`src/rtl/seq_div_unit.sv`:
```
// Multi-cycle restoring divider for DIV: {remainder, quotient} from Y / bus, one quotient bit per clock.
// Define SEQ_DIV_UNSIGNED_EN to add the div_unsigned_i port for unsigned division.
module seq_div_unit #(
  parameter int WIDTH = 32,
  parameter int CNT_W = 6
) (
  input  logic               clk_i,
  input  logic               reset_i,
  input  logic               start_i,
`ifdef SEQ_DIV_UNSIGNED_EN
  input  logic               div_unsigned_i,
`endif
  input  logic [WIDTH-1:0]   dividend_i,
  input  logic [WIDTH-1:0]   divisor_i,
  output logic               busy_o,
  output logic               done_o,
  output logic [2*WIDTH-1:0] result_o,
  output logic               div_by_zero_o
);

  typedef enum logic [1:0] {IDLE, RUN, DONE} state_e;

  state_e               state_q, state_d;
  logic [CNT_W-1:0]     cnt_q;
  logic [WIDTH-1:0]     rem_q, quo_q, dvs_q;
  logic                 qneg_q, rneg_q, dbz_q;
  logic [2*WIDTH-1:0]   result_q;

  logic                 uns, a_neg, b_neg, last, accept;
  logic [WIDTH-1:0]     a_mag, b_mag, rem_nx, quo_nx, quo_fin, rem_fin;
  logic [WIDTH:0]       rem_sh, trial;

`ifdef SEQ_DIV_UNSIGNED_EN
  assign uns = div_unsigned_i;
`else
  assign uns = 1'b0;
`endif

  // Most-negative operand negates to itself, which is the correct unsigned magnitude.
  assign a_neg  = dividend_i[WIDTH-1] & ~uns;
  assign b_neg  = divisor_i[WIDTH-1] & ~uns;
  assign a_mag  = a_neg ? -dividend_i : dividend_i;
  assign b_mag  = b_neg ? -divisor_i  : divisor_i;
  assign accept = (state_q == IDLE) && start_i;

  // One restoring step: shift in the next dividend bit, keep the subtraction if it did not borrow.
  assign rem_sh  = {rem_q, quo_q[WIDTH-1]};
  assign trial   = rem_sh - {1'b0, dvs_q};
  assign rem_nx  = trial[WIDTH] ? rem_sh[WIDTH-1:0] : trial[WIDTH-1:0];
  assign quo_nx  = {quo_q[WIDTH-2:0], ~trial[WIDTH]};
  assign quo_fin = qneg_q ? -quo_nx : quo_nx;
  assign rem_fin = rneg_q ? -rem_nx : rem_nx;
  assign last    = (cnt_q == CNT_W'(WIDTH-1));

  always_ff @(posedge clk_i) begin
    if (reset_i) state_q <= IDLE;
    else         state_q <= state_d;
  end

  always_comb begin
    state_d = state_q;
    unique case (state_q)
      IDLE:    if (start_i) state_d = (divisor_i == '0) ? DONE : RUN;
      RUN:     if (last) state_d = DONE;
      DONE:    state_d = IDLE;
      default: state_d = IDLE;
    endcase
  end

  always_comb begin
    busy_o = (state_q != IDLE);
    done_o = (state_q == DONE);
  end

  always_ff @(posedge clk_i) begin
    if (reset_i) begin
      cnt_q    <= '0;
      rem_q    <= '0;
      quo_q    <= '0;
      dvs_q    <= '0;
      qneg_q   <= 1'b0;
      rneg_q   <= 1'b0;
      dbz_q    <= 1'b0;
      result_q <= '0;
    end else if (accept) begin
      cnt_q  <= '0;
      rem_q  <= '0;
      quo_q  <= a_mag;
      dvs_q  <= b_mag;
      qneg_q <= a_neg ^ b_neg;
      rneg_q <= a_neg;
      dbz_q  <= (divisor_i == '0);
      if (divisor_i == '0) result_q <= {dividend_i, {WIDTH{1'b1}}};
    end else if (state_q == RUN) begin
      cnt_q <= cnt_q + 1'b1;
      rem_q <= rem_nx;
      quo_q <= quo_nx;
      if (last) result_q <= {rem_fin, quo_fin};
    end
  end

  assign result_o      = result_q;
  assign div_by_zero_o = dbz_q;

endmodule

```
`config.mk`:
```
export PLATFORM = sky130hd
export DESIGN_NAME = seq_div_unit
export DESIGN_NICKNAME = d
export VERILOG_FILES = /design/src/rtl/seq_div_unit.sv
export SDC_FILE = /design/constraint.sdc
export NUM_CORES = 1
export LEC_CHECK = 0
export ABC_CLOCK_PERIOD_IN_PS = 6300
export BUFFER_PORTS_ARGS = -buffer_cell sky130_fd_sc_hd__buf_2
export CORE_ASPECT_RATIO = 1.1
export CORE_MARGIN = 3
export CORE_UTILIZATION = 53
export CTS_CLUSTER_DIAMETER = 40
export DETAILED_ROUTE_END_ITERATION = 6
export PLACE_DENSITY = 0.72
export RECOVER_POWER = 50
export SLEW_MARGIN = 10
export SYNTH_ARGS = -nofsm -noshare
export SYNTH_HDL_FRONTEND = slang
export SYNTH_SLANG_ARGS = --single-unit
```
`constraint.sdc`:
```
create_clock -name clk_i -period 6.3 [get_ports clk_i]
set_clock_uncertainty 0.1 [all_clocks]
set_input_delay 0.315 -clock clk_i [delete_from_list [all_inputs] [get_ports clk_i]]
set_output_delay 0.315 -clock clk_i [all_outputs]
set_load 0.05 [all_outputs]
```
* Word level (Yosys, flattened, before mapping)
Cells that the tools add are included.
** Operators by class
- Reductions and logical operators :: 9
- Eq/ne operators :: 6
- Multiply operators :: 0
- Add/subtract/negate cells :: 6
- Shifts and indexed selects :: 0
- Magnitude comparators :: 0
- Div/mod/pow operators :: 0
- Bitwise gates (word level) :: 2
- Mux-type cells :: 15
** Operator list (number)
- $mux W64 :: 4
- $mux W32 :: 7
- $neg A32 Y32 :: 4
- $sub A33 B32 Y33 :: 1
- $logic_not A32 Y1 :: 1
- $add A6 B1 Y6 const B :: 1
- $eq A6 B5 Y1 const B :: 1
- $mux W2 :: 3
- $reduce_bool A2 Y1 :: 3
- $ne A2 B2 Y1 const B :: 2
- $pmux W2 S2 :: 1
- $reduce_and A3 Y1 :: 1
- $eq A2 B1 Y1 const B :: 1
- $eq A2 B2 Y1 const B :: 1
- $logic_not A2 Y1 :: 1
- $ne A2 B1 Y1 const B :: 1
- $reduce_and A2 Y1 :: 1
- $reduce_or A2 Y1 :: 1
- $logic_and A1 B1 Y1 :: 1
- $not A1 Y1 :: 1
- $xor A1 B1 Y1 :: 1
** Storage, ports and cells
- Register bits after elaboration :: 171
- Latch bits :: 0
- Memories :: 0
- Bits in read-only memories :: 0
- Memory bits (writable) :: 0
- Input port bits :: 67

* Longest topological paths before layout
- Depth in word-level cells :: 7
- Depth in mapped cells :: 24
- Gate-level depth less buffers :: 21

* Least setup slack after synthesis
No wires, ideal clock.
- Kind :: flip-flop to flip-flop
- From :: reg dvs_q[25]
- To :: reg result_q[54], in the netlist result_o[54]
- Required time :: 6114 ps
- Path slack :: 742 ps
- Buffers on the path :: 4
- Arrival time :: 5371 ps
- Stages on the path, launching flop included :: 25
- Path through :: dfxtp_1 inv_1 ha_1 buf_6 a21o_1 a21o_1 a221o_1 a211o_1 nor3_2 nor2_8 inv_2 buf_6 clkbuf_1 clkbuf_1 nor2_1 a21oi_1 ha_1 or4b_2 nor2b_1 o21ai_0 o41a_1 or4_1 o21ai_1 xnor2_1 a221oi_2
** On the way
- Longest elaborated chain between the ends :: 7
** Ends and longest elaborated chain
- start: declaration :: line 25 : logic [WIDTH-1:0] rem_q, quo_q, dvs_q;
- start signal: assignment :: line 89 : dvs_q <= b_mag;
- $sub A33 B32 Y33 * :: line 48 : assign trial = rem_sh - {1'b0, dvs_q};
- $mux W32 * :: line 49 : assign rem_nx = trial[WIDTH] ? rem_sh[WIDTH-1:0] : trial[WIDTH-1:0];
- $neg A32 Y32 :: line 52 : assign rem_fin = rneg_q ? -rem_nx : rem_nx;
- $mux W32 * :: line 52
- $mux W64 * :: line 98 : if (last) result_q <= {rem_fin, quo_fin};
- $mux W64 * :: line 94 : end else if (state_q == RUN) begin
- $mux W64 * :: line 85 : end else if (accept) begin
- end signal: assignment :: line 93 : if (divisor_i == '0) result_q <= {dividend_i, {WIDTH{1'b1}}};
- end signal: assignment :: line 98
- end: declaration :: line 27 : logic [2*WIDTH-1:0] result_q;
Every way passes the cells marked *; elsewhere a longest branch is shown, timed or not. The select of a mux whose other input is x is not followed.
A chain may end at the register's enable or synchronous reset.

* Final worst setup path
- From :: reg quo_q[31]
- To :: reg result_q[54], in the netlist result_o[54]
** On the way
- Longest elaborated chain between the ends :: 7
** Ends and longest elaborated chain
- start: declaration :: line 25
- start signal: assignment :: line 88 : quo_q <= a_mag;
- start signal: assignment :: line 97 : quo_q <= quo_nx;
- $sub A33 B32 Y33 :: line 48
- $mux W32 * :: line 49
- $neg A32 Y32 :: line 52
- $mux W32 * :: line 52
- $mux W64 * :: line 98
- $mux W64 * :: line 94
- $mux W64 * :: line 85
Marks and branches as above.

==> flow_summary_export.csv <==
group,metric,value,unit
outcome,status,"complete, but fails checks",
outcome,failed_checks,"capacitance limit, slew limit",
clock_network,cts_buffer_depth,2,
setup_path,arrival,5850,ps
global_routing,gr-usage-all-layers,0.295,
die,rows,56,
synth,synth_compound_area_frac,0.271,
synth,synth_fa_ha_area_frac,0.0410,
die,die_x,148,um
layout,area_delta_synth_final,10.6,%
setup_path,worst_path_largest_cell_delay,720,ps
global_routing,grt_pass1_vias,10800,
timing,setup_viol,0,
setup_path,crit_buf_inv,3,
routing,wirelength,36200,um
routing,vias,11800,
routing,drt-vias-per-instance,6.18,
routing,drt_pass1_iterations,6,
clock_network,root_buffer,"clkbuf_16",
clock_network,path_clk_slew,80,ps
clock_network,holdBufCountCts,0,
routing,ant_nets,0,
placement,place_inst,1885,
die,coreArea,21600,um^2
setup_path,critPathRequiredTime,6560,ps
timing,hold_viol_final,0,
timing,fin_tns_setup,0,ps
clock_network,post-cts-setup-buffers,0,
setup_path,critPathSlowestCell,"or4b_2",
synth,seq_area_frac_synth,0.291,
placement,gp_congestion,0.904,
layout,nets,1719,
timing,worst_slew_pin_slew,3140,ps
synth,async_flop_share,0,
placement,dpl.hpwl,26700,um
die,die_h,162,um
hold_path,hp-start,"dividend_i[8]",
die,io_pins,134,
clock_network,cts_sinks,171,
timing,fmax,0.179,GHz
layout,finalNonFillerCells,1917,
setup_path,critPathCaptureType,"flop",
clock_network,cts_buffers,17,
timing,rsz0062_at_grt,"no",
synth,syn_area_per_cell,7.57,um^2
synth,synth_edf_count,0,
synth,yosys_most_used_dff,"dfxtp_1",
setup_path,cp_max_fo,19,
timing,period_needed,5600,ps
synth,synth_xor_area_frac,0.0856,
layout,drive_gt1_frac,0.0848,
setup_path,rrSetupSlack,700,ps
clock_network,cts_tree,"yes",
job,cap_viol_max_count,3,
synth,yosysUniqueCellTypes,87,
synth,synth_mux_area_frac,0.0275,
timing,hold_ws,66.7,ps
setup_path,cp_cell_sequence,"inv_1, ha_1, fa_1, nor2b_1, o31a_1, o21ai_1, a211oi_2, nor3_2, nor2_8, inv_2, buf_4, a21oi_1, ha_1, or4b_2, nor2b_1, o21ai_0, o41a_1, or4_1, o21ai_1, xnor2_1, a221oi_2",
setup_path,cp-start-kind,"flop",
synth,syn_nets,1659,
routing,drt_iter0_markers,860,
timing,slew_headroom,-1.09,
layout,diodes,0,
global_routing,antenna_found_initial,0,
die,die-area,24000,um^2
setup_path,critPathKind,"reg2reg",
routing,drc,0,
synth,synth_area,11800,um^2
placement,port_buffers,133,
synth,synth-simple-area-share,0.233,
timing,maxSlewViolCount,170,
clock_network,post_cts_resized,0,
power_and_ir_drop,power_leakage,4.76,nW
power_and_ir_drop,peakVddDrop,0.216,mV
setup_path,r2r-start,"quo_q[31]",
global_routing,gr-total-overflow,0,
hold_path,hp-class,"in2reg",
global_routing,grt_first_pass_wirelength,57700,um
setup_path,crit_start,"quo_q[31]",
power_and_ir_drop,p_per_area,278,nW/um^2
global_routing,grt_max_degree,81,
die,start_util,0.545,
synth,synth-seq-cells,171,
clock_network,cts_max_level,4,
synth,syn-instance-count,1554,
clock_network,clkLatencyLatePin,450,ps
synth,synth_top_family_by_area,"compound AO/OA/AOI/OAI gates",
setup_path,critical_path.top_delay_family,"compound AO/OA/AOI/OAI gates",
synth,yosys_warnings,0,
timing,fin_crit_sh,0.888,
routing,routedWlPerCell,18.9,um
## cells in the mapped netlist (9+ instances only)
master    count  share of area
a221oi_1     14          0.010
and2_1       11         0.0058
xnor2_1      43          0.032
clkbuf_1     89          0.028
nand2_1     126          0.040
nor2_1      221          0.070
a31oi_1      13         0.0069
a211oi_1     97          0.062
o21a_1        9         0.0057
buf_1        10         0.0032
nor3_1       62          0.026
dfxtp_1     171           0.29
nor2b_1      15         0.0080
o31ai_1      28          0.018
nand4_1      10         0.0053
or3_1        36          0.019
o22ai_1      14         0.0074
ha_1         37          0.039
a311oi_1     13         0.0097
and3_1       11         0.0058
inv_1        46          0.015
o21ai_0      82          0.035
or4_1        21          0.013
xor2_1       72          0.054
mux2i_1      29          0.025
a21oi_1      93          0.040
o211ai_1     15         0.0096
nand3_1      20         0.0085
o41ai_1      12         0.0089
## report_power, final
group / internal (mW) / leakage (nW) / switching (mW)
logic: 0.484 / 3.07 / 0.857
registers: 1.14 / 1.40 / 0.0620
clock network: 0.537 / 0.294 / 0.539
total: 2.16 / 4.76 / 1.46
## cells by family after synthesis
| family | count (synthesis) |
|---|---|
| DFF | 171 |
| muxes | 32 |
| and+or+nand+nor | 577 |
| xor gates and xnor gates | 115 |
| adders and majority gates | 38 |
| buffers and inverters | 155 |
| AOI/OAI and AO/OA | 466 |
## final cells by class
type,count,area [um^2]
Fill cell,2092,8560
Tap cell,290,363
Timing Repair Buffer,148,684
Clock inverter,15,175
Multi-Input combinational cell,1228,7770
Sequential cell,171,3420
Inverter,48,180
Clock buffer,17,425
## worst paths after layout
kind                            cells after the start      endpoint
worst max-delay path                               21  result_o[54]
worst min-delay path                                3  result_o[40]
worst max register to register                     21  result_o[54]
worst min register to register                      2  result_o[33]
## cell usage in the layout, fill, tap and decap left out, types with 36 or more instances in the layout
cell        n
nor2_1    221
dfxtp_1   171
nand2_1   126
a211oi_1   97
a21oi_1    93
o21ai_0    82
xor2_1     72
clkbuf_1   71
buf_2      64
nor3_1     62
inv_1      46
xnor2_1    43
ha_1       37
or3_1      36
## routing by layer
metal  track usage  vias up  part of all wire
met5             0        -                 0
met4         0.117        0             0.033
met3        0.0332       68             0.052
met2         0.493      435              0.48
met1         0.390     5515              0.44
li1              -     5822                 -
## registers in the layout (all words and copies together) (netlist names)
name,count
dvs_q,32
cnt_q,6
qneg_q,1
rneg_q,1
quo_q,32
rem_q,32
state_q,2
result_o,64
div_by_zero_o,1
## per-stage QoR
step                      worst slack [ps]  cell area (um^2)   util  power [mW]
after floorplan                        742             11800      -        2.19
after global placement                 919             12500  0.580        2.52
after detailed placement               834             12500  0.580        2.53
after CTS                              777             13100  0.608        3.60
after global routing                   344             13000  0.603        3.80
final                                  703             13000  0.603        3.61
## worst min-delay path, cell delays in order
cell and delay (ps):
buf_2 130, nand2_1 60, a311oi_1 70
(Power assumes the default switching activity.)
